$ cat src/rtl/iterative_shifter.sv
// iterative_shifter: multi-cycle shift unit that moves the operand one bit
// position per clock. Supports logical left, logical right, arithmetic right
// and rotate left under a start/done handshake.
// Optional feature: define SHIFTER_ABORT_EN to add an 'abort' input that
// cancels an in-flight operation without producing a result.
module iterative_shifter #(
   parameter int WIDTH   = 32,
   parameter int SHAMT_W = 5
) (
   input  logic               clock,
   input  logic               reset,
   input  logic               start,
   input  logic [WIDTH-1:0]   data_in,
   input  logic [SHAMT_W-1:0] shamt,
   input  logic [1:0]         op,
`ifdef SHIFTER_ABORT_EN
   input  logic               abort,
`endif
   output logic               busy,
   output logic               done,
   output logic [WIDTH-1:0]   result
);

   typedef enum logic [1:0] {
      IDLE  = 2'b00,
      SHIFT = 2'b01,
      DONE  = 2'b10
   } state_t;

   typedef enum logic [1:0] {
      OP_SLL = 2'b00,
      OP_SRL = 2'b01,
      OP_SRA = 2'b10,
      OP_ROL = 2'b11
   } shiftOp_t;

   state_t             state_q;
   shiftOp_t           op_q;
   logic [WIDTH-1:0]   work_q;
   logic [WIDTH-1:0]   work_d;
   logic [SHAMT_W-1:0] count_q;
   logic [WIDTH-1:0]   result_q;
   logic               busy_q;
   logic               done_q;

   // One-bit step of the working register according to the captured mode
   always_comb begin
      work_d = work_q;
      case (op_q)
         OP_SLL:  work_d = {work_q[WIDTH-2:0], 1'b0};
         OP_SRL:  work_d = {1'b0, work_q[WIDTH-1:1]};
         OP_SRA:  work_d = {work_q[WIDTH-1], work_q[WIDTH-1:1]};
         OP_ROL:  work_d = {work_q[WIDTH-2:0], work_q[WIDTH-1]};
         default: work_d = work_q;
      endcase
   end

   // Control FSM with registered busy/done/result; a zero shift amount skips
   // straight to DONE, and a request arriving in DONE is taken without a bubble
   always_ff @(posedge clock or posedge reset) begin
      if (reset) begin
         state_q  <= IDLE;
         op_q     <= OP_SLL;
         work_q   <= '0;
         count_q  <= '0;
         result_q <= '0;
         busy_q   <= 1'b0;
         done_q   <= 1'b0;
      end else begin
         done_q <= 1'b0;
         case (state_q)
            IDLE, DONE: begin
               if (start) begin
                  work_q  <= data_in;
                  op_q    <= shiftOp_t'(op);
                  count_q <= shamt;
                  if (shamt != '0) begin
                     state_q <= SHIFT;
                     busy_q  <= 1'b1;
                  end else begin
                     state_q  <= DONE;
                     busy_q   <= 1'b0;
                     done_q   <= 1'b1;
                     result_q <= data_in;
                  end
               end else begin
                  state_q <= IDLE;
                  busy_q  <= 1'b0;
               end
            end
            SHIFT: begin
`ifdef SHIFTER_ABORT_EN
               if (abort) begin
                  state_q <= IDLE;
                  busy_q  <= 1'b0;
                  work_q  <= '0;
                  count_q <= '0;
               end else
`endif
               begin
                  work_q  <= work_d;
                  count_q <= count_q - SHAMT_W'(1);
                  if (count_q == SHAMT_W'(1)) begin
                     state_q  <= DONE;
                     busy_q   <= 1'b0;
                     done_q   <= 1'b1;
                     result_q <= work_d;
                  end
               end
            end
            default: begin
               state_q <= IDLE;
               busy_q  <= 1'b0;
            end
         endcase
      end
   end

   assign busy   = busy_q;
   assign done   = done_q;
   assign result = result_q;

endmodule

$ cat config.mk
export PLATFORM = sky130hd
export DESIGN_NAME = iterative_shifter
export DESIGN_NICKNAME = d
export VERILOG_FILES = /design/src/rtl/iterative_shifter.sv
export SDC_FILE = /design/constraint.sdc
export NUM_CORES = 1
export LEC_CHECK = 0
export BUFFER_PORTS_ARGS = -buffer_cell sky130_fd_sc_hd__buf_4
export CORE_ASPECT_RATIO = 1.4
export CORE_UTILIZATION = 40
export DETAILED_ROUTE_END_ITERATION = 6
export SYNTH_ARGS = -nofsm -noshare
export SYNTH_HDL_FRONTEND = slang
export SYNTH_SLANG_ARGS = --single-unit
$ cat constraint.sdc
create_clock -name clock -period 2.6 [get_ports clock]
set_clock_uncertainty 0.2 [all_clocks]
set_input_delay 0.13 -clock clock [delete_from_list [all_inputs] [get_ports clock]]
set_output_delay 0.13 -clock clock [all_outputs]
set_load 0.005 [all_outputs]
* Yosys cells after proc, flatten, opt, wreduce, memory -nomap -nowiden
Cells that the tools add are included.
** Storage, ports and cells
- Output and inout bits :: 34
- Bits of input ports :: 42
- Logic and storage cells :: 46
- Flip-flop bits (word level) :: 75
** Operators by class
- Reduce and logical (&&, ||, !) cells :: 8
- Equal/unequal tests :: 9
- Add/sub/neg operators :: 1
- Multiplexer cells :: 21
** Operators with widths (count)
- two-way mux 32 bit :: 4
- one-hot mux 32 bit (2 select lines) :: 2
- one-hot mux 32 bit (4 select lines) :: 1
- one-hot mux 5 bit (2 select lines) :: 1
- equality test 2 bit, second input constant :: 3
- two-way mux 1 bit :: 6
- two-way mux 2 bit :: 3
- inequality test 2 bit, second input constant :: 3
- equality test 5 x 1 -> 1 bit, second input constant :: 1
- two-way mux 5 bit :: 1
- nonzero test 5 bit :: 1
- subtractor 5 x 1 -> 5 bit, second input constant :: 1
- equality test 2 x 1 -> 1 bit, second input constant :: 2
- zero test 2 bit :: 2
- one-hot mux 1 bit (2 select lines) :: 2
- one-hot mux 2 bit (2 select lines) :: 1
- AND reduction 2 bit :: 2
- AND reduction 4 bit :: 1
- nonzero test 2 bit :: 1
- OR reduction 2 bit :: 1

* Depth between registers and ports, before layout
- Word-level depth :: 4
- Depth in mapped cells :: 7
- Mapped depth without buffers :: 5

* Least setup slack after synthesis
OpenSTA, ideal clock, no wires.
- Kind :: register -> register
- Start point :: register op_q[0]
- End point :: register work_q[10]
- Cell stages (with the launch flop) :: 6
- Slack :: 0.813 ns
- Clock period less this slack :: 1.787 ns
- Arrival time :: 1.462 ns
- Cells stage by stage :: dfrtp_1 -> xnor2_2 -> buf_6 -> mux2i_1 -> o21ai_1 -> mux2_2
** On the way
- Cells in the longest elaborated chain, start to end :: 3
** Ends and longest elaborated chain
- from (decl) :: line 38 : shiftOp_t op_q;
- from (signal assigned) :: line 75 : op_q <= shiftOp_t'(op);
- equality test 2 bit, or another cell as far along :: line 49 : case (op_q)
- one-hot mux 32 bit (4 select lines) * :: line 49
- one-hot mux 32 bit (2 select lines) * :: line 71 : case (state_q)
- to (signal assigned) :: line 74 : work_q <= data_in;
- to (signal assigned) :: line 101 : work_q <= work_d;
- to (decl) :: line 39 : logic [WIDTH-1:0] work_q;
Every way passes the cells marked *; elsewhere a longest branch is shown, timed or not.
A chain may end at the register's enable or synchronous reset.

* Worst setup path in the final report
- Start point :: input shamt[0]
- End point :: register result_q[8] (netlist: result[8])
** On the way
- Cells in the longest elaborated chain, start to end :: 3
** Ends and longest elaborated chain
- from (decl) :: line 14 : input logic [SHAMT_W-1:0] shamt,
- nonzero test 5 bit :: line 77 : if (shamt != '0) begin
- inequality test 2 bit (no source line)
- AND reduction 4 bit (no source line)
- to (signal assigned) :: line 84 : result_q <= data_in;
- to (signal assigned) :: line 107 : result_q <= work_d;
- to (decl) :: line 42 : logic [WIDTH-1:0] result_q;
Every way passes these cells.

==> flow_summary.toml <==
[synthesis]
yosys.area.top_type = "dfrtp_1"
synthFlopType = "dfrtp_1"
async_flop_share = 1.000
synth_top_area_frac = 0.4815
seq_area_frac_synth = 0.4815
synthCells = 336
yosys_warnings = 0
avgSynthCellArea_um2 = 11.60
ys_ff_latch = 75
syn_nets = 380
synth_cell_type_count = 42
yosys-top-cells-area = "dfrtp_1 48%, mux2_4 7.3%, mux2_2 5.8%, mux2i_1 4.4%, nand2_1 4.3%"
synth_edf_count = 0
synth_common_cells = "75 x dfrtp_1, 45 x nand2_1, 20 x mux2_2"
synth_area_um2 = 3897
yosysMostFrequentCell = "dfrtp_1"

[critical_path]
startpoint_type = "input pin"
rrSetupSlack_ns = 0.64
cp.arrival_ns = 2.00
r2r-end = "result[28]$_DFFE_PP0P_"
r2r-start = "op_q[0]$_DFFE_PP0P_"
crit_path_end_kind = "flip-flop"
path_buf_inv = 3
crit_start = "shamt[0]"
worst_r2r_path_depth = 5
crit_type = "input pin to flip-flop"
worst-endpoint-required_ns = 2.61
crit_path_top_delay_cell = "dlygate4sd3_1"
cp_slowest_stage_delay_ns = 0.53
cp_num_cells = 7
crit_top_cell = "buf_4"
crit_family = "buffers and inverters"
path_cells = "dlygate4sd3_1, buf_4, nor3_2, a31oi_4, nor2_2, buf_4, mux2_4"
path_max_fanout = 20

[routing]
vias_per_cell = 5.229
wl_per_cell_um = 15.53
drt-pass1-iter-count = 5
ant_nets = 0
vias = 2923
wl_um = 8682
drc_errors = 0
drtIter0Drc = 107

[clock_network]
cts_resized = 0
htreeDepth = 3
clkLatencyLatePin_ns = 0.33
clkSlewWorstSetupHoldPaths_ns = 0.06
cts_sinks = 75
cts.path.max_buffers = 2
clockRootBuffer = "clkbuf_16"
cts_tree = "yes"
cts_buffers = 9

[timing]
drv_slew = 0
max_slew.worst_pin.slew_ns = 0.7159
final.setup.worst_slack_ns = 0.6168
grt_setup_unrepaired = "no"
post-route-period-util = 0.7628
fin_crit_ns = 1.983
fmax_ghz = 0.5042
setup_tns_ns = 0
setup_viol = 0
hold_viol = 2
max-slew-margin-rel = 0.5222
timing.hold.ws_ns = -0.005761

[cells_and_area]
final_core_util = 0.5467
final_nets = 488
multi_input_area_um2 = 1853
layout-drive-gt1-share = 0.3808
area_growth_pct = 32.68
num_antenna_cells = 0
nFillCells = 866
seqCellArea_um2 = 1877

[grt]
grt_pass1_wl_um = 14500
gr-total-overflow = 0
grt_pass1_vias = 2985
antenna_found_initial = 0
grt_max_degree = 41
track_usage = 0.1828

[status]
status = "finished, violations left"
failed_checks = "hold timing"

[die]
dieArea_um2 = 10150
io_pins = 76
die_w_um = 85.43
core_area_um2 = 9459
initial_utilization = 0.4120
die_h_um = 118.8
core.rowCount = 42

[hold_path]
holdPathStages = 3
worstHoldStart = "data_in[18]"
hold_end = "work_q[18]$_DFFE_PP0P_"
hp-class = "input pin to flip-flop"

[placed_design]
place_hpwl_um = 5833
gp_congestion = 0.7986
io_buffer_count = 75
place_ws_ns = 0.6342

[flow_run]
cap_violations = 0

[power_and_ir_drop]
pwr_density_cell_nw_per_um2 = 1429
power_mw = 7.388
ir_drop_mv = 0.5531
leakage_nw = 2.398
## repair_timing
| action | 4_1_cts | 5_1_grt |
|---|---|---|
| hold endpoints to repair | 84 | 0 |
| buffers inserted | 0 | 0 |
| hold buffers | 33 | 0 |
## sequential cells by signal (all words and copies together) (netlist names)
| signal | cells |
|---|---|
| busy | 1 |
| count_q | 5 |
| done | 1 |
| op_q | 2 |
| result | 32 |
| state_q | 2 |
| work_q | 32 |
## cells by family (layout without fill, tap and decap cells)
kind of cell,after synthesis,in the layout,synth area share
AO/OA/AOI/OAI,85,85,0.1820
adder cells (fa/ha/maj),2,2,0.006420
multiplexers,56,56,0.1746
flip-flops,75,75,0.4815
XOR/XNOR,1,1,0.004174
buffers and inverters,29,142,0.04655
AND/OR/NAND/NOR,88,88,0.1047
## final cells by class
class / instances / area share
sequential: 75 / 0.3629
multi-input combinational: 232 / 0.3583
timing repair buffer: 121 / 0.1916
clock buffer: 15 / 0.05565
tap: 110 / 0.02662
inverter: 5 / 0.003871
clock inverter: 1 / 0.0009678
## metrics by stage
step | cell area [um^2] | cells
2_1_floorplan | 3897 | 336
3_3_place_gp | 4548 | 510
3_5_place_dp | 4548 | 510
4_1_cts | 5171 | 559
5_1_grt | 5171 | 559
6_report | 5171 | 559
## per-layer routing
metal	share of wire	global-route usage	vias up	wire, um
li1	-	-	1425	-
met1	0.46	0.2345	1419	3998
met2	0.49	0.3050	66	4274
met3	0.027	0.02654	13	237
met4	0.020	0.07813	0	172
met5	0	0	-	0
## where the power goes
group	switching, mW	total [mW]	internal [mW]	leakage (nW)
Clock	0.459	1.21	0.750	0.146
Sequential	0.433	2.23	1.79	0.908
Combinational	1.93	3.95	2.02	1.34
## placed cells by master, fill, tap and decap left out, types with 2 or more instances in the layout
cell and instances:
clkinv_2 2, and2b_1 3, o21ai_1 18, a211oi_1 3, inv_1 4, ha_1 2, clkbuf_1 2, o41ai_1 3
nand2b_1 2, and2b_2 2, o31ai_1 13, dfrtp_1 75, mux2_4 19, clkbuf_8 4, mux2i_1 17, dlygate4sd3_1 33
buf_4 88, o41ai_2 10, nor2_2 2, o21ai_0 18, nand2_1 45, mux2_2 20, nor2_1 17, nor2b_1 10
a211oi_2 10, clkbuf_16 9, a21oi_1 2
## tightest hold or removal path, delay by kind of cell
| kind | cells | cell delay [ns] |
|---|---|---|
| AOI/OAI and AO/OA | 1 | 0.23 |
| and+or+nand+nor | 1 | 0.05 |
| buffers and inverters | 1 | 0.08 |
## worst max path at each step
stage	end	slack (ns)
after floorplan	busy$_DFFE_PP0P_	0.36
after global placement	result[29]$_DFFE_PP0P_	0.68
after detailed placement	result[28]$_DFFE_PP0P_	0.63
after CTS	result[1]$_DFFE_PP0P_	0.59
after global routing	result[1]$_DFFE_PP0P_	0.50
final	result[8]$_DFFE_PP0P_	0.62
Power figures use the tool's default switching activity.
